**src/rtl/writeback_pkg.sv**
```systemverilog
// Shared types for the multi-lane writeback stage: FSM states and the per-lane bundle.
// The retire counter is built only when WB_RETIRE_CNT_EN is defined.
package writeback_pkg;

  localparam int WB_XLEN    = 64;
  localparam int WB_CAUSE_W = 4;
  localparam int LANES_MAX  = 4;

  typedef enum logic {
    WB_RUN,
    WB_TRAP
  } wb_state_e;

  typedef struct packed {
    logic                  valid;
    logic [4:0]            rd;
    logic                  we;
    logic [WB_XLEN-1:0]    data;
    logic                  exc;
    logic [WB_XLEN-1:0]    pc;
    logic [WB_CAUSE_W-1:0] cause;
  } wb_lane_t;

endpackage

```
**src/rtl/writeback_multi_if.sv**
```systemverilog
// Lane inputs, regfile write ports and trap signalling of the writeback stage.
// master drives lanes and ack; slave is the writeback stage itself.
interface writeback_multi_if #(
  parameter int XLEN    = 64,
  parameter int LANES   = 2,
  parameter int CAUSE_W = 4
);
  logic                           stall;
  logic                           flush;
  logic [LANES-1:0]               valid_in;
  logic [LANES-1:0][4:0]          rd_in;
  logic [LANES-1:0]               we_in;
  logic [LANES-1:0][XLEN-1:0]     data_in;
  logic [LANES-1:0]               exc_in;
  logic [LANES-1:0][XLEN-1:0]     pc_in;
  logic [LANES-1:0][CAUSE_W-1:0]  cause_in;
  logic                           exception_ack;

  logic [LANES-1:0][4:0]          regfile_rd;
  logic [LANES-1:0][XLEN-1:0]     regfile_wd;
  logic [LANES-1:0]               regfile_we;
  logic                           exception_out;
  logic [XLEN-1:0]                exception_pc_out;
  logic [CAUSE_W-1:0]             exception_cause_out;
  logic                           busy_out;
  logic [63:0]                    retire_count;

  modport master (
    output stall, flush, valid_in, rd_in, we_in, data_in,
    output exc_in, pc_in, cause_in, exception_ack,
    input  regfile_rd, regfile_wd, regfile_we, exception_out,
    input  exception_pc_out, exception_cause_out, busy_out,
    input  retire_count
  );

  modport slave (
    input  stall, flush, valid_in, rd_in, we_in, data_in,
    input  exc_in, pc_in, cause_in, exception_ack,
    output regfile_rd, regfile_wd, regfile_we, exception_out,
    output exception_pc_out, exception_cause_out, busy_out,
    output retire_count
  );
endinterface

```
**src/rtl/wb_lane_resolve.sv**
```systemverilog
// Combinational lane arbitration: oldest excepting lane, squash of younger lanes,
// WAW suppression (youngest writer wins) and x0 write masking.
module wb_lane_resolve
  import writeback_pkg::*;
#(
  parameter int LANES = 2
) (
  input  logic [LANES-1:0]      valid,
  input  logic [LANES-1:0]      we,
  input  logic [LANES-1:0]      exc,
  input  logic [LANES-1:0][4:0] rd,
  output logic                  exc_any,
  output logic [LANES-1:0]      exc_sel,
  output logic [LANES-1:0]      retire_mask,
  output logic [LANES-1:0]      we_mask
);

  logic [LANES-1:0] wr;

  always_comb begin
    exc_any     = 1'b0;
    exc_sel     = '0;
    retire_mask = '0;
    wr          = '0;
    we_mask     = '0;
    for (int i = 0; i < LANES; i++) begin
      if (!exc_any) begin
        if (valid[i] && exc[i]) begin
          exc_sel[i] = 1'b1;
          exc_any    = 1'b1;
        end else begin
          retire_mask[i] = valid[i];
        end
      end
      wr[i] = retire_mask[i] & we[i] & (rd[i] != 5'd0);
    end
    // an older writer loses to any younger surviving writer of the same rd
    for (int i = 0; i < LANES; i++) begin
      we_mask[i] = wr[i];
      for (int j = i + 1; j < LANES; j++) begin
        if (wr[j] && rd[j] == rd[i])
          we_mask[i] = 1'b0;
      end
    end
  end

endmodule

```
**src/rtl/writeback_multi.sv**
```systemverilog
// Multi-lane writeback/retire stage with precise traps held until acknowledged.
// Optional retire counter enabled by defining WB_RETIRE_CNT_EN.
module writeback_multi
  import writeback_pkg::*;
#(
  parameter int XLEN    = WB_XLEN,
  parameter int LANES   = 2,
  parameter int CAUSE_W = WB_CAUSE_W
) (
  input logic           clk,
  input logic           reset,
  writeback_multi_if.slave bus
);

  wb_state_e                  state;
  wb_lane_t [LANES-1:0]       lane_in;
  logic [LANES-1:0]           valid_v;
  logic [LANES-1:0]           we_v;
  logic [LANES-1:0]           exc_v;
  logic [LANES-1:0][4:0]      rd_v;
  logic [LANES-1:0][4:0]      rd_q;
  logic [LANES-1:0][XLEN-1:0] wd_q;
  logic [LANES-1:0]           we_q;
  logic                       exc_q;
  logic [XLEN-1:0]            pc_q;
  logic [CAUSE_W-1:0]         cause_q;
  logic                       exc_any;
  logic [LANES-1:0]           exc_sel;
  logic [LANES-1:0]           retire_mask;
  logic [LANES-1:0]           we_mask;
  logic [XLEN-1:0]            exc_pc;
  logic [CAUSE_W-1:0]         exc_cause;
  logic                       capture;

  always_comb begin
    for (int i = 0; i < LANES; i++) begin
      lane_in[i].valid = bus.valid_in[i];
      lane_in[i].rd    = bus.rd_in[i];
      lane_in[i].we    = bus.we_in[i];
      lane_in[i].data  = bus.data_in[i];
      lane_in[i].exc   = bus.exc_in[i];
      lane_in[i].pc    = bus.pc_in[i];
      lane_in[i].cause = bus.cause_in[i];
      valid_v[i]       = lane_in[i].valid;
      we_v[i]          = lane_in[i].we;
      exc_v[i]         = lane_in[i].exc;
      rd_v[i]          = lane_in[i].rd;
    end
  end

  wb_lane_resolve #(.LANES(LANES)) u_resolve (
    .valid       (valid_v),
    .we          (we_v),
    .exc         (exc_v),
    .rd          (rd_v),
    .exc_any     (exc_any),
    .exc_sel     (exc_sel),
    .retire_mask (retire_mask),
    .we_mask     (we_mask)
  );

  always_comb begin
    exc_pc    = '0;
    exc_cause = '0;
    for (int i = 0; i < LANES; i++) begin
      if (exc_sel[i]) begin
        exc_pc    = lane_in[i].pc;
        exc_cause = lane_in[i].cause;
      end
    end
  end

  assign capture = (state == WB_RUN) && !bus.stall && !bus.flush;

  // write enables are one-shot: anything but a fresh capture drops them
  always_ff @(posedge clk or posedge reset) begin
    if (reset) begin
      state   <= WB_RUN;
      rd_q    <= '0;
      wd_q    <= '0;
      we_q    <= '0;
      exc_q   <= 1'b0;
      pc_q    <= '0;
      cause_q <= '0;
    end else begin
      we_q <= '0;
      unique case (state)
        WB_RUN: begin
          if (capture) begin
            for (int i = 0; i < LANES; i++) begin
              rd_q[i] <= lane_in[i].rd;
              wd_q[i] <= lane_in[i].data;
            end
            we_q <= we_mask;
            if (exc_any) begin
              state   <= WB_TRAP;
              exc_q   <= 1'b1;
              pc_q    <= exc_pc;
              cause_q <= exc_cause;
            end
          end
        end
        WB_TRAP: begin
          if (bus.exception_ack) begin
            state   <= WB_RUN;
            exc_q   <= 1'b0;
            pc_q    <= '0;
            cause_q <= '0;
          end
        end
        default: state <= WB_RUN;
      endcase
    end
  end

  assign bus.regfile_rd          = rd_q;
  assign bus.regfile_wd          = wd_q;
  assign bus.regfile_we          = we_q;
  assign bus.exception_out       = exc_q;
  assign bus.exception_pc_out    = pc_q;
  assign bus.exception_cause_out = cause_q;
  assign bus.busy_out            = (state == WB_TRAP);

`ifdef WB_RETIRE_CNT_EN
  logic [2:0]  retired;
  logic [63:0] count_q;

  always_comb begin
    retired = '0;
    for (int i = 0; i < LANES; i++)
      retired = retired + {2'b00, retire_mask[i]};
  end

  always_ff @(posedge clk or posedge reset) begin
    if (reset)
      count_q <= '0;
    else if (capture)
      count_q <= count_q + 64'(retired);
  end

  assign bus.retire_count = count_q;
`else
  assign bus.retire_count = '0;
`endif

endmodule
```
**src/flat_wrapper.sv**
```systemverilog
// flat-port wrapper written by rule: the top's interface ports become plain ports
module writeback_multi_flat import writeback_pkg::*;
#(
  parameter int XLEN    = WB_XLEN,
  parameter int LANES   = 2,
  parameter int CAUSE_W = WB_CAUSE_W
)
  (clk, reset, bus_stall, bus_flush, bus_valid_in, bus_rd_in, bus_we_in, bus_data_in, bus_exc_in, bus_pc_in, bus_cause_in, bus_exception_ack, bus_regfile_rd, bus_regfile_wd, bus_regfile_we, bus_exception_out, bus_exception_pc_out, bus_exception_cause_out, bus_busy_out, bus_retire_count);
  writeback_multi_if #(.XLEN(XLEN), .LANES(LANES), .CAUSE_W(CAUSE_W)) bus_i ();
  input logic clk;
  input logic reset;
  input wire logic [$bits(bus_i.stall)-1:0] bus_stall;
  input wire logic [$bits(bus_i.flush)-1:0] bus_flush;
  input wire logic [$bits(bus_i.valid_in)-1:0] bus_valid_in;
  input wire logic [$bits(bus_i.rd_in)-1:0] bus_rd_in;
  input wire logic [$bits(bus_i.we_in)-1:0] bus_we_in;
  input wire logic [$bits(bus_i.data_in)-1:0] bus_data_in;
  input wire logic [$bits(bus_i.exc_in)-1:0] bus_exc_in;
  input wire logic [$bits(bus_i.pc_in)-1:0] bus_pc_in;
  input wire logic [$bits(bus_i.cause_in)-1:0] bus_cause_in;
  input wire logic [$bits(bus_i.exception_ack)-1:0] bus_exception_ack;
  output wire logic [$bits(bus_i.regfile_rd)-1:0] bus_regfile_rd;
  output wire logic [$bits(bus_i.regfile_wd)-1:0] bus_regfile_wd;
  output wire logic [$bits(bus_i.regfile_we)-1:0] bus_regfile_we;
  output wire logic [$bits(bus_i.exception_out)-1:0] bus_exception_out;
  output wire logic [$bits(bus_i.exception_pc_out)-1:0] bus_exception_pc_out;
  output wire logic [$bits(bus_i.exception_cause_out)-1:0] bus_exception_cause_out;
  output wire logic [$bits(bus_i.busy_out)-1:0] bus_busy_out;
  output wire logic [$bits(bus_i.retire_count)-1:0] bus_retire_count;
  assign bus_i.stall = bus_stall;
  assign bus_i.flush = bus_flush;
  assign bus_i.valid_in = bus_valid_in;
  assign bus_i.rd_in = bus_rd_in;
  assign bus_i.we_in = bus_we_in;
  assign bus_i.data_in = bus_data_in;
  assign bus_i.exc_in = bus_exc_in;
  assign bus_i.pc_in = bus_pc_in;
  assign bus_i.cause_in = bus_cause_in;
  assign bus_i.exception_ack = bus_exception_ack;
  assign bus_regfile_rd = bus_i.regfile_rd;
  assign bus_regfile_wd = bus_i.regfile_wd;
  assign bus_regfile_we = bus_i.regfile_we;
  assign bus_exception_out = bus_i.exception_out;
  assign bus_exception_pc_out = bus_i.exception_pc_out;
  assign bus_exception_cause_out = bus_i.exception_cause_out;
  assign bus_busy_out = bus_i.busy_out;
  assign bus_retire_count = bus_i.retire_count;
  writeback_multi #(.XLEN(XLEN), .LANES(LANES), .CAUSE_W(CAUSE_W)) u_core (.clk(clk), .reset(reset), .bus(bus_i));
endmodule
```
**config.mk**
```make
export PLATFORM = sky130hd
export DESIGN_NAME = writeback_multi_flat
export DESIGN_NICKNAME = d
export VERILOG_FILES = /design/src/rtl/writeback_pkg.sv /design/src/rtl/writeback_multi_if.sv /design/src/rtl/wb_lane_resolve.sv /design/src/rtl/writeback_multi.sv /design/src/flat_wrapper.sv
export SDC_FILE = /design/constraint.sdc
export NUM_CORES = 1
export LEC_CHECK = 0
export ABC_CLOCK_PERIOD_IN_PS = 9010
export BUFFER_PORTS_ARGS = -buffer_cell sky130_fd_sc_hd__buf_2
export CAP_MARGIN = 20
export CORE_AREA = 2 2 219 221
export DETAILED_ROUTE_END_ITERATION = 8
export DIE_AREA = 0 0 221 223
export PLACE_DENSITY = 0.48
export SYNTH_ARGS = -nofsm -noshare
export SYNTH_HDL_FRONTEND = slang
export SYNTH_SLANG_ARGS = --single-unit
export TNS_END_PERCENT = 1
```
**constraint.sdc**
```tcl
create_clock -name clk -period 9.01 [get_ports clk]
set_input_delay 0.901 -clock clk [delete_from_list [all_inputs] [get_ports clk]]
set_output_delay 0.901 -clock clk [all_outputs]
set_load 0.02 [all_outputs]
```
==> results of run 1 <==
## logic make-up (layout without fill, tap and decap cells)
group,Yosys count,after routing,share of synthesized area (%)
AND/OR/NAND/NOR,496,496,21.77
buffers and inverters,142,551,9.673
XOR/XNOR,5,5,0.4619
other,1,64,0.03955
AO/OA/AOI/OAI,142,142,12.63
flip-flops,210,210,55.42
## layout make-up
class	count	share of cell area, %
Clock inverter	5	0.6062
Inverter	2	0.1155
Tap cell	615	5.918
Multi-Input combinational cell	707	27.44
Timing Repair Buffer	505	19.75
Sequential cell	210	40.42
Clock buffer	39	5.754
## layer usage
layer / wire length [µm] / global-route usage, % / up-vias
met5: 25 / 0 / -
met3: 2598 / 3.477 / 49
li1: - / - / 4098
met1: 12930 / 15.05 / 3885
met4: 689 / 3.507 / 4
met2: 14820 / 20.22 / 363
## worst max-delay path, cell delays in order (launching register included)
cell and delay [ns]:
dfrtp_1 0.50, nor3_4 0.21, buf_4 0.63, buf_4 0.72
o211ai_1 0.18, a41oi_1 0.20
## stage by stage
stage / cells / hold slack (ns) / instance area [µm²] / util (%) / setup WS (ns)
floorplan: 1059 / 0.5772 / 9718 / - / 2.371
global placement: 2038 / 0.4529 / 12160 / 25.78 / 5.878
detailed placement: 2039 / 0.4562 / 12180 / 25.83 / 5.907
CTS: 2083 / 0.4712 / 13000 / 27.58 / 6.341
global route: 2083 / 0.4857 / 13000 / 27.58 / 6.155
finish: 2083 / 0.4634 / 13000 / 27.58 / 6.421
## power groups by stage
stage / logic (mW) / clock network (mW) / registers [mW]
5_1_grt: 0.825 / 1.10 / 1.22
3_3_place_gp: 0.768 / 0 / 1.21
2_1_floorplan: 0.278 / 0 / 1.41
6_report: 0.758 / 1.02 / 1.19
3_5_place_dp: 0.774 / 0 / 1.20
4_1_cts: 0.773 / 1.06 / 1.19
## final timing paths
check                                               start  slack [ns]  depth (start not counted)                               to
max in group asynchronous                           reset        7.20                          3  u_core.bus.exception_pc_out[32]
worst max-delay path                  u_core.bus.busy_out        6.42                          5         u_core.bus.regfile_we[0]
min in group asynchronous                           reset        0.51                          2        u_core.bus.regfile_wd[81]
worst min-delay path            u_core.bus.regfile_wd[19]        0.46                          2        u_core.bus.regfile_wd[19]
worst min register to register  u_core.bus.regfile_wd[19]        0.46                          2        u_core.bus.regfile_wd[19]
worst max register to register        u_core.bus.busy_out        6.42                          5         u_core.bus.regfile_we[0]
## flip-flops by register name, indices dropped and copies added (netlist names)
register                        count
u_core.bus.regfile_rd              10
u_core.bus.exception_cause_out      4
u_core.bus.regfile_we               2
u_core.bus.regfile_wd             128
u_core.bus.busy_out                 1
u_core.bus.exception_pc_out        64
u_core.bus.exception_out            1
## synth_stat cells (all sizes together)
| cell | number |
|---|---|
| a21boi | 1 |
| nor3 | 2 |
| buf | 107 |
| nand2 | 419 |
| o211ai | 1 |
| a22o | 1 |
| inv | 2 |
| o211a | 1 |
| xor2 | 3 |
| and3b | 2 |
| xnor2 | 2 |
| and2 | 2 |
| a41oi | 1 |
| and3 | 68 |
| conb | 1 |
| o21ai | 1 |
| or4 | 2 |
| or3 | 1 |
| o2bb2ai | 68 |
| dfrtp | 210 |
| clkbuf | 33 |
| a31oi | 68 |
==> reports/summary.md, run 1 <==
## Power
* **worst IR drop on VDD** 0.1326 mV
* **total power of the final layout** 2.975 mW
* **areal power density over the cells** 228.8 nW/µm²
* **total leakage power** 7.261 nW
* **part of the power in registers** 40.1%
* **Internal** 1.991 mW
* **reported net switching power** 0.9839 mW
* **switching share of power** 33.07%
* **Comb pwr share** 25.5%
* **Clock power frac** 34.4%

## Floorplan
* **number of placed I/O pins** 559
* **DIE HEIGHT** 223 µm
* **initial core utilization** 20.11%
* **Core Area** 47150 µm²
* **std cell rows** 80
* **floorplan die area** 49280 µm²
* **overall die width** 221 µm

## Clock tree
* **clock edge transition at the registers on the reported setup and hold paths** 0.06 ns
* **number of buffers inserted for hold repair after clock tree synthesis** 0
* **number of buffers added for setup after CTS** 0
* **worst-case clock buffer depth** 3
* **latest clock arrival within the worst-skew pair** 0.53 ns
* **Resized cells post-CTS** 0
* **number of H-tree levels** 1
* **CTS sink count** 210
* **cell at the root of the clock tree** clkbuf_16
* **total clock buffers created by CTS** 25
* **CTS tree** done

## Critical path
* **critical path capture point type** flop
* **biggest fanout along the worst timing path** 72
* **Crit Path Category** flop to flop
* **WP data required** 9.46 ns
* **Startpoint Class** flop
* **arrival time reported for the critical path endpoint** 3.04 ns

## Job
* **Max-cap violations** 0

## Route
* **residual antenna-violating net count after detailed routing** 0
* **post-DR vias/cell** 4.032
* **final routed DRC violation total** 0
* **total number of vias** 8399
* **drt wl/cell** 14.92 µm
* **count of routing violations after the opening detailed-route iteration** 346
* **first-pass detailed-route iteration total** 4
* **total routed wirelength** 31070 µm

## Outcome
* **outcome** finished clean

## STA
* **final period utilization** 28.74%
* **maximum frequency from static timing analysis** 0.3862 GHz
* **post-route clock skew** 0.01305 ns
* **transition time at the pin with the least slew margin** 1.002 ns
* **number of pins with negative max-slew slack in the final report** 0
* **Finish-stage setup viols** 0
* **total negative slack** 0 ns
* **Min Clock Period, post-route** 2.589 ns
* **final count of hold timing violations** 0
* **worst relative slew slack** 33.20%
* **unrepaired setup endpoints after global routing** no

## Logic synthesis
* **part of the Yosys area used for sequential elements** 55.42%
* **Yosys top cell area share** 55.42%
* **synthesized instance count** 996
* **total number of yosys warnings** 0
* **most area-consuming cells after synthesis** dfrtp_1 55%, nand2_1 17%, buf_4 5.8%, a31oi_1 4.5%, and3_1 4.5%
* **post-synthesis sequential element count** 210
* **netlist area before placement** 9482 µm²
* **Avg Synthesized Cell Area** 9.520 µm²
* **Yosys top cell by area** dfrtp_1
* **number of distinct library cell variants in the gate-level netlist after synthesis** 28

## Place
* **Detail Placement HPWL** 22280 µm
* **last weighted congestion value of the routability-driven placer** 0.7552
* **total of buffers placed on input and output ports** 494

## Cells and area
* **commonest cells after routing, fill and taps aside** 494 x buf_2, 418 x nand2_1, 210 x dfrtp_1
* **area taken by flip-flops and latches** 5255 µm²
* **final layout net count** 1736
* **number of fillers in the final layout** 5102
* **total area of multi-input combinational cells** 3568 µm²
* **synthesis-to-finish area growth** 37.13%
* **share of final-layout standard cells stronger than drive strength 1** 38.69%
* **number of antenna diodes** 0
* **most frequent standard cell in the layout excluding fill and tap cells** buf_2

## Global routing
* **maximum number of pins on one net before global-route repair** 101
* **global-route wire length before repair** 48040 µm
* **overall overflow remaining after global route** 0
* **combined global-route utilization of all metal layers** 12.06%
* **number of antenna violations at the first check in global routing** 4
* **number of global-route vias before repair** 8389

## Worst hold path
* **class of the most critical hold timing path** flop to flop

Note: power is estimated with default switching activity, not from simulation.
==> run 2: changes to the inputs <==
--- a/config.mk
+++ b/config.mk
@@ -5,7 +5,7 @@
 export SDC_FILE = /design/constraint.sdc
 export NUM_CORES = 1
 export LEC_CHECK = 0
-export ABC_CLOCK_PERIOD_IN_PS = 9010
+export ABC_CLOCK_PERIOD_IN_PS = 2600
 export BUFFER_PORTS_ARGS = -buffer_cell sky130_fd_sc_hd__buf_2
 export CAP_MARGIN = 20
 export CORE_AREA = 2 2 219 221
==> constraint.sdc (replaced) <==
create_clock -name clk -period 2.6 [get_ports clk]
set_input_delay 0.26 -clock clk [delete_from_list [all_inputs] [get_ports clk]]
set_output_delay 0.26 -clock clk [all_outputs]
set_load 0.02 [all_outputs]
==> run 2 against run 1 <==
  * Setup slack got worse by 5.6 ns
  * Maximum frequency increased by 44%
  * Critical path type unchanged
  * Clock-buffer cell count increased by 1
  * Design area increased by 13%
  * Register-to-register slack got worse by 5.6 ns
  * Clock skew decreased by 0.0047 ns
  * Non-clock buffer count increased by 163
  * Cell count increased by 8.0%
  * Hold slack got worse by 0.44 ns
  * Critical path depth decreased by 1
  * Sequential power increased to 3.5 times the previous value
  * Sequential share of layout area decreased by 4.7 points
==> reports/summary.md, run 2 (synthesis gave the netlist of run 1 again) <==
## Outcome
* **outcome** finished clean

## Cells and area
* **synthesis-to-finish area growth** 55.19%
* **commonest cells after routing, fill and taps aside** 494 x buf_2, 418 x nand2_1, 210 x dfrtp_1
* **final layout net count** 1900
* **number of fillers in the final layout** 4885
* **most frequent standard cell in the layout excluding fill and tap cells** buf_2
* **share of final-layout standard cells stronger than drive strength 1** 35.76%
* **final design area excluding fillers** 14710 µm²
* **flip-flop count of the largest register after layout** 128

## Global routing
* **global-route wire length before repair** 53870 µm
* **maximum number of pins on one net before global-route repair** 82
* **overall overflow remaining after global route** 0
* **combined global-route utilization of all metal layers** 13.60%
* **number of antenna violations at the first check in global routing** 2
* **number of global-route vias before repair** 9524

## Power
* **areal power density over the cells** 724.2 nW/µm²
* **worst IR drop on VDD** 0.4321 mV
* **total leakage power** 7.994 nW

## Clock tree
* **worst-case clock buffer depth** 3
* **Resized cells post-CTS** 0
* **number of H-tree levels** 1
* **number of buffers added for setup after CTS** 0
* **CTS tree** done
* **clock edge transition at the registers on the reported setup and hold paths** 0.06 ns
* **CTS sink count** 210
* **number of buffers inserted for hold repair after clock tree synthesis** 151
* **cell at the root of the clock tree** clkbuf_16
* **latest clock arrival within the worst-skew pair** 0.54 ns
* **total clock buffers created by CTS** 26

## Critical path
* **critical path capture point type** flop
* **arrival time reported for the critical path endpoint** 2.22 ns
* **FF-to-FF setup slack** 0.80 ns
* **FF-to-FF path depth** 4
* **worst reg2reg startpoint** u_core.bus.busy_out
* **Startpoint Class** flop
* **terminus of the critical flop-to-flop path** u_core.bus.regfile_wd[77]
* **WP data required** 3.02 ns
* **biggest fanout along the worst timing path** 81
* **Crit Path Category** flop to flop

## STA
* **post-route clock skew** 0.008396 ns
* **final period utilization** 69.30%
* **transition time at the pin with the least slew margin** 0.7230 ns
* **total negative slack** 0 ns
* **final count of hold timing violations** 0
* **number of pins with negative max-slew slack in the final report** 0
* **maximum frequency from static timing analysis** 0.5550 GHz
* **Min Clock Period, post-route** 1.802 ns
* **worst relative slew slack** 51.63%
* **unrepaired setup endpoints after global routing** no
* **Finish-stage setup viols** 0

## Route
* **drt wl/cell** 15.50 µm
* **final routed DRC violation total** 0
* **first-pass detailed-route iteration total** 4
* **total routed wirelength** 34870 µm
* **post-DR vias/cell** 4.120
* **count of routing violations after the opening detailed-route iteration** 352
* **total number of vias** 9266
* **residual antenna-violating net count after detailed routing** 0

## Floorplan
* **DIE HEIGHT** 223 µm
* **overall die width** 221 µm
* **std cell rows** 80
* **initial core utilization** 20.11%
* **Core Area** 47150 µm²
* **number of placed I/O pins** 559
* **floorplan die area** 49280 µm²

## Worst hold path
* **cell depth of the worst hold path** 3
* **hold path startpoint** bus_pc_in[119]
* **worst hold endpoint** u_core.bus.exception_pc_out[55]
* **class of the most critical hold timing path** input pin to flop

## Place
* **Placed Instance Area** 12340 µm²
* **Detail Placement HPWL** 24340 µm
* **total of buffers placed on input and output ports** 494
* **last weighted congestion value of the routability-driven placer** 0.8466

## Job
* **Max-cap violations** 0

## run 2: changes by cell type in the layout (fill, tap and decap cells not counted), moves of 2 or more
cell / change
dlygate4sd3_1: +151
buf_12: +6
buf_4: +6
clkbuf_1: -2
clkbuf_16: +2
clkinv_2: +2
## run 2: how the worst max path moves through the flow
stage / slack [ns] / start / to
after floorplan: -0.39 / reset / u_core.bus.busy_out
after global placement: 0.77 / bus_exc_in[0] / u_core.bus.exception_pc_out[53]
final: 0.80 / u_core.bus.busy_out / u_core.bus.regfile_wd[77]
after CTS: 0.85 / u_core.bus.busy_out / u_core.bus.regfile_we[0]
after global routing: 0.74 / u_core.bus.busy_out / u_core.bus.regfile_wd[77]
after detailed placement: 0.69 / bus_exc_in[0] / u_core.bus.exception_pc_out[45]
## run 2: cell type report
cell class	count	area (µm²)	area share [%]
timing repair buffer	668	4244	28.84
inverter	2	11.26	0.07653
multi-input combinational	707	3568	24.25
clock inverter	6	58.81	0.3997
sequential	210	5255	35.71
tap	615	769.5	5.230
clock buffer	40	804.5	5.468
antenna	1	2.502	0.01701
## run 2: critical path: stages (launching register included)
cell and delay, ns:
dfrtp_1 0.44, or3_4 0.63, buf_12 0.28, nand2_1 0.15
nand2_1 0.07
## run 2: report_power, final
group	switching (mW)	internal, mW	total, mW
clock	1.41	2.21	3.62
combinational	1.80	1.08	2.88
sequential	0.313	3.83	4.15
total	3.53	7.13	10.7
## run 2: metal layers
metal,routed length [µm],up-vias,GRT usage [%]
met5,11,-,0
li1,-,4439,-
met3,2610,60,3.819
met2,16830,372,23.18
met1,14450,4393,16.56
met4,961,2,4.417
## run 2: metrics by stage
stage                     hold WS [ns]  setup WS [ns]  total power, mW  instances  utilization [%]
after floorplan                 0.3564        -0.3882            5.855       1059                -
after global placement          0.2769         0.7697            6.899       2051            26.17
after detailed placement        0.2847         0.6949            6.920       2051            26.17
after CTS                     0.003048         0.8516            10.85       2248            31.20
after global routing           0.01855         0.7351            11.25       2248            31.20
final                          0.02808         0.7981            10.66       2249            31.21
==> run 3: changes to the inputs <==
--- a/config.mk
+++ b/config.mk
@@ -5,13 +5,13 @@
 export SDC_FILE = /design/constraint.sdc
 export NUM_CORES = 1
 export LEC_CHECK = 0
-export ABC_CLOCK_PERIOD_IN_PS = 2600
+export ABC_CLOCK_PERIOD_IN_PS = 1600
 export BUFFER_PORTS_ARGS = -buffer_cell sky130_fd_sc_hd__buf_2
 export CAP_MARGIN = 20
-export CORE_AREA = 2 2 219 221
+export CORE_AREA = 2 2 217 219
 export DETAILED_ROUTE_END_ITERATION = 8
-export DIE_AREA = 0 0 221 223
-export PLACE_DENSITY = 0.48
+export DIE_AREA = 0 0 219 221
+export PLACE_DENSITY = 0.5
 export SYNTH_ARGS = -nofsm -noshare
 export SYNTH_HDL_FRONTEND = slang
 export SYNTH_SLANG_ARGS = --single-unit
==> constraint.sdc (replaced) <==
create_clock -name clk -period 1.6 [get_ports clk]
set_input_delay 0.16 -clock clk [delete_from_list [all_inputs] [get_ports clk]]
set_output_delay 0.16 -clock clk [all_outputs]
set_load 0.02 [all_outputs]
==> run 3 against run 2 <==
  * Clock skew rose by 0.0020 ns
  * Maximum frequency rose by 16%
  * Sequential share of layout area fell by 1.8 points
  * Total power rose by 61%
==> reports/summary.md, run 3 (synthesis gave the netlist of run 1 again) <==
## Route
* **count of routing violations after the opening detailed-route iteration** 431
* **total routed wirelength** 35200 µm
* **first-pass detailed-route iteration total** 6
* **total number of vias** 9562
* **final routed DRC violation total** 0
* **residual antenna-violating net count after detailed routing** 0
* **drt wl/cell** 15.15 µm
* **post-DR vias/cell** 4.116

## Clock tree
* **clock edge transition at the registers on the reported setup and hold paths** 0.06 ns
* **number of H-tree levels** 1
* **total clock buffers created by CTS** 25
* **CTS tree** done
* **worst-case clock buffer depth** 3
* **latest clock arrival within the worst-skew pair** 0.54 ns
* **cell at the root of the clock tree** clkbuf_16
* **Resized cells post-CTS** 0
* **CTS sink count** 210

## Global routing
* **busiest layer in global routing** met2
* **M2 GR Usage** 24.48%
* **combined global-route utilization of all metal layers** 13.69%
* **number of antenna violations at the first check in global routing** 5
* **overall overflow remaining after global route** 0
* **number of global-route vias before repair** 9793
* **met1 routing resource usage after global routing** 15.69%
* **maximum number of pins on one net before global-route repair** 89
* **global routing met3 resource utilization** 3.450%
* **global-route wire length before repair** 53100 µm

## STA
* **maximum frequency from static timing analysis** 0.6434 GHz
* **transition time at the pin with the least slew margin** 0.5573 ns
* **number of pins with negative max-slew slack in the final report** 0
* **final count of hold timing violations** 0
* **post-route clock skew** 0.01044 ns
* **worst relative slew slack** 62.84%
* **Min Clock Period, post-route** 1.554 ns
* **final period utilization** 97.13%
* **Finish-stage setup viols** 0
* **unrepaired setup endpoints after global routing** no

## Critical path
* **biggest fanout along the worst timing path** 85
* **critical path capture point type** flop
* **Max stage delay cell, worst path** or3_4
* **Worst path max stage delay** 0.45 ns
* **Crit Path Category** flop to flop
* **arrival time reported for the critical path endpoint** 1.97 ns
* **Cell Chain, Critical Path** or3_4 -> buf_12 -> nand2_1 -> nand2_1
* **WP data required** 2.02 ns
* **Startpoint Class** flop
* **Crit path top cell by count** nand2_1

## Power
* **total power of the final layout** 17.19 mW
* **total leakage power** 8.315 nW
* **worst IR drop on VDD** 0.7435 mV
* **areal power density over the cells** 1108 nW/µm²

## Worst hold path
* **class of the most critical hold timing path** input pin to flop

## Place
* **cell total after placement** 2057
* **Detail Placement HPWL** 24350 µm
* **total of buffers placed on input and output ports** 494
* **Placed Instance Area** 12530 µm²
* **last weighted congestion value of the routability-driven placer** 0.7801

## Floorplan
* **DIE HEIGHT** 221 µm
* **std cell rows** 79
* **Core Area** 46060 µm²
* **number of placed I/O pins** 559
* **initial core utilization** 20.58%
* **overall die width** 219 µm
* **floorplan die area** 48400 µm²

## Cells and area
* **flip-flop count of the largest register after layout** 128
* **final layout net count** 1981
* **synthesis-to-finish area growth** 63.66%
* **final core occ** 33.69%
* **final design area excluding fillers** 15520 µm²
* **number of cells in the finished layout apart from fillers** 2323
* **number of fillers in the final layout** 4673
* **commonest cells after routing, fill and taps aside** 494 x buf_2, 418 x nand2_1, 219 x dlygate4sd3_1
* **share of final-layout standard cells stronger than drive strength 1** 34.68%
* **most frequent standard cell in the layout excluding fill and tap cells** buf_2

## Job
* **Max-cap violations** 0

## Outcome
* **outcome** finished clean

[run 3: cell types whose count changed in the layout (fill, tap and decap cells not counted)]
cell and delta:
clkbuf_16 -2, clkinvlp_4 +1, clkinv_2 +2, dlygate4sd3_1 +68
buf_4 +6, buf_12 +8, clkbuf_8 -6, clkinv_4 -1
diode_2 +2, inv_6 +1, bufinv_16 +1, clkbuf_1 +2
[run 3: final timing paths]
path                                           start                         endpoint  slack (ns)  depth (start not counted)
hold reg to reg            u_core.bus.regfile_wd[46]        u_core.bus.regfile_wd[46]        0.47                          2
max in group asynchronous                      reset        u_core.bus.regfile_wd[96]        0.77                          4
setup / recovery                 u_core.bus.busy_out        u_core.bus.regfile_wd[61]        0.05                          4
setup reg to reg                 u_core.bus.busy_out        u_core.bus.regfile_wd[61]        0.05                          4
min in group asynchronous                      reset        u_core.bus.regfile_wd[42]        0.34                          4
hold / removal                         bus_pc_in[16]  u_core.bus.exception_pc_out[16]        0.03                          4
[run 3: layer usage]
layer,vias up,wire length (µm)
li1,4594,-
met1,4492,14080
met2,404,17300
met3,68,2767
met5,-,27
met4,4,1024
[run 3: where the power goes]
group | total [mW] | switching, mW | internal, mW
logic | 4.90 | 2.96 | 1.95
registers | 6.74 | 0.513 | 6.23
clock network | 5.55 | 2.26 | 3.28
[run 3: worst max-delay path, delay by kind of cell, from the launching register on]
family                 cells  cell delay, ns
and+or+nand+nor            3            0.66
DFF                        1            0.44
buffers and inverters      1            0.22
[run 3: per-stage QoR]
step	TNS, ns	setup slack, ns	hold WS (ns)
6_report	0	0.04586	0.03418
5_1_grt	0	0.008531	0.01648
4_1_cts	0	0.03445	0.0001974
3_5_place_dp	0	0.04676	0.3329
3_3_place_gp	0	0.06597	0.3234
2_1_floorplan	-270.52	-1.288	0.2564
[run 3: cell type report]
type                    instances  area, µm²  area share (%)
repair buffers                750       5130           33.06
diodes                          3      7.507         0.04838
inverters                       2      11.26         0.07257
clock inverters                10      106.4          0.6854
clock buffers                  34      679.4           4.378
flip-flops and latches        210       5255           33.87
well taps                     607      759.5           4.894
multi-input cells             707       3568           23.00
[run 3: repair_timing]
action	4_1_cts	5_1_grt
hold endpoints to repair	417	0
hold buffers	219	0
setup endpoints to repair	0	53
setup buffers	0	0
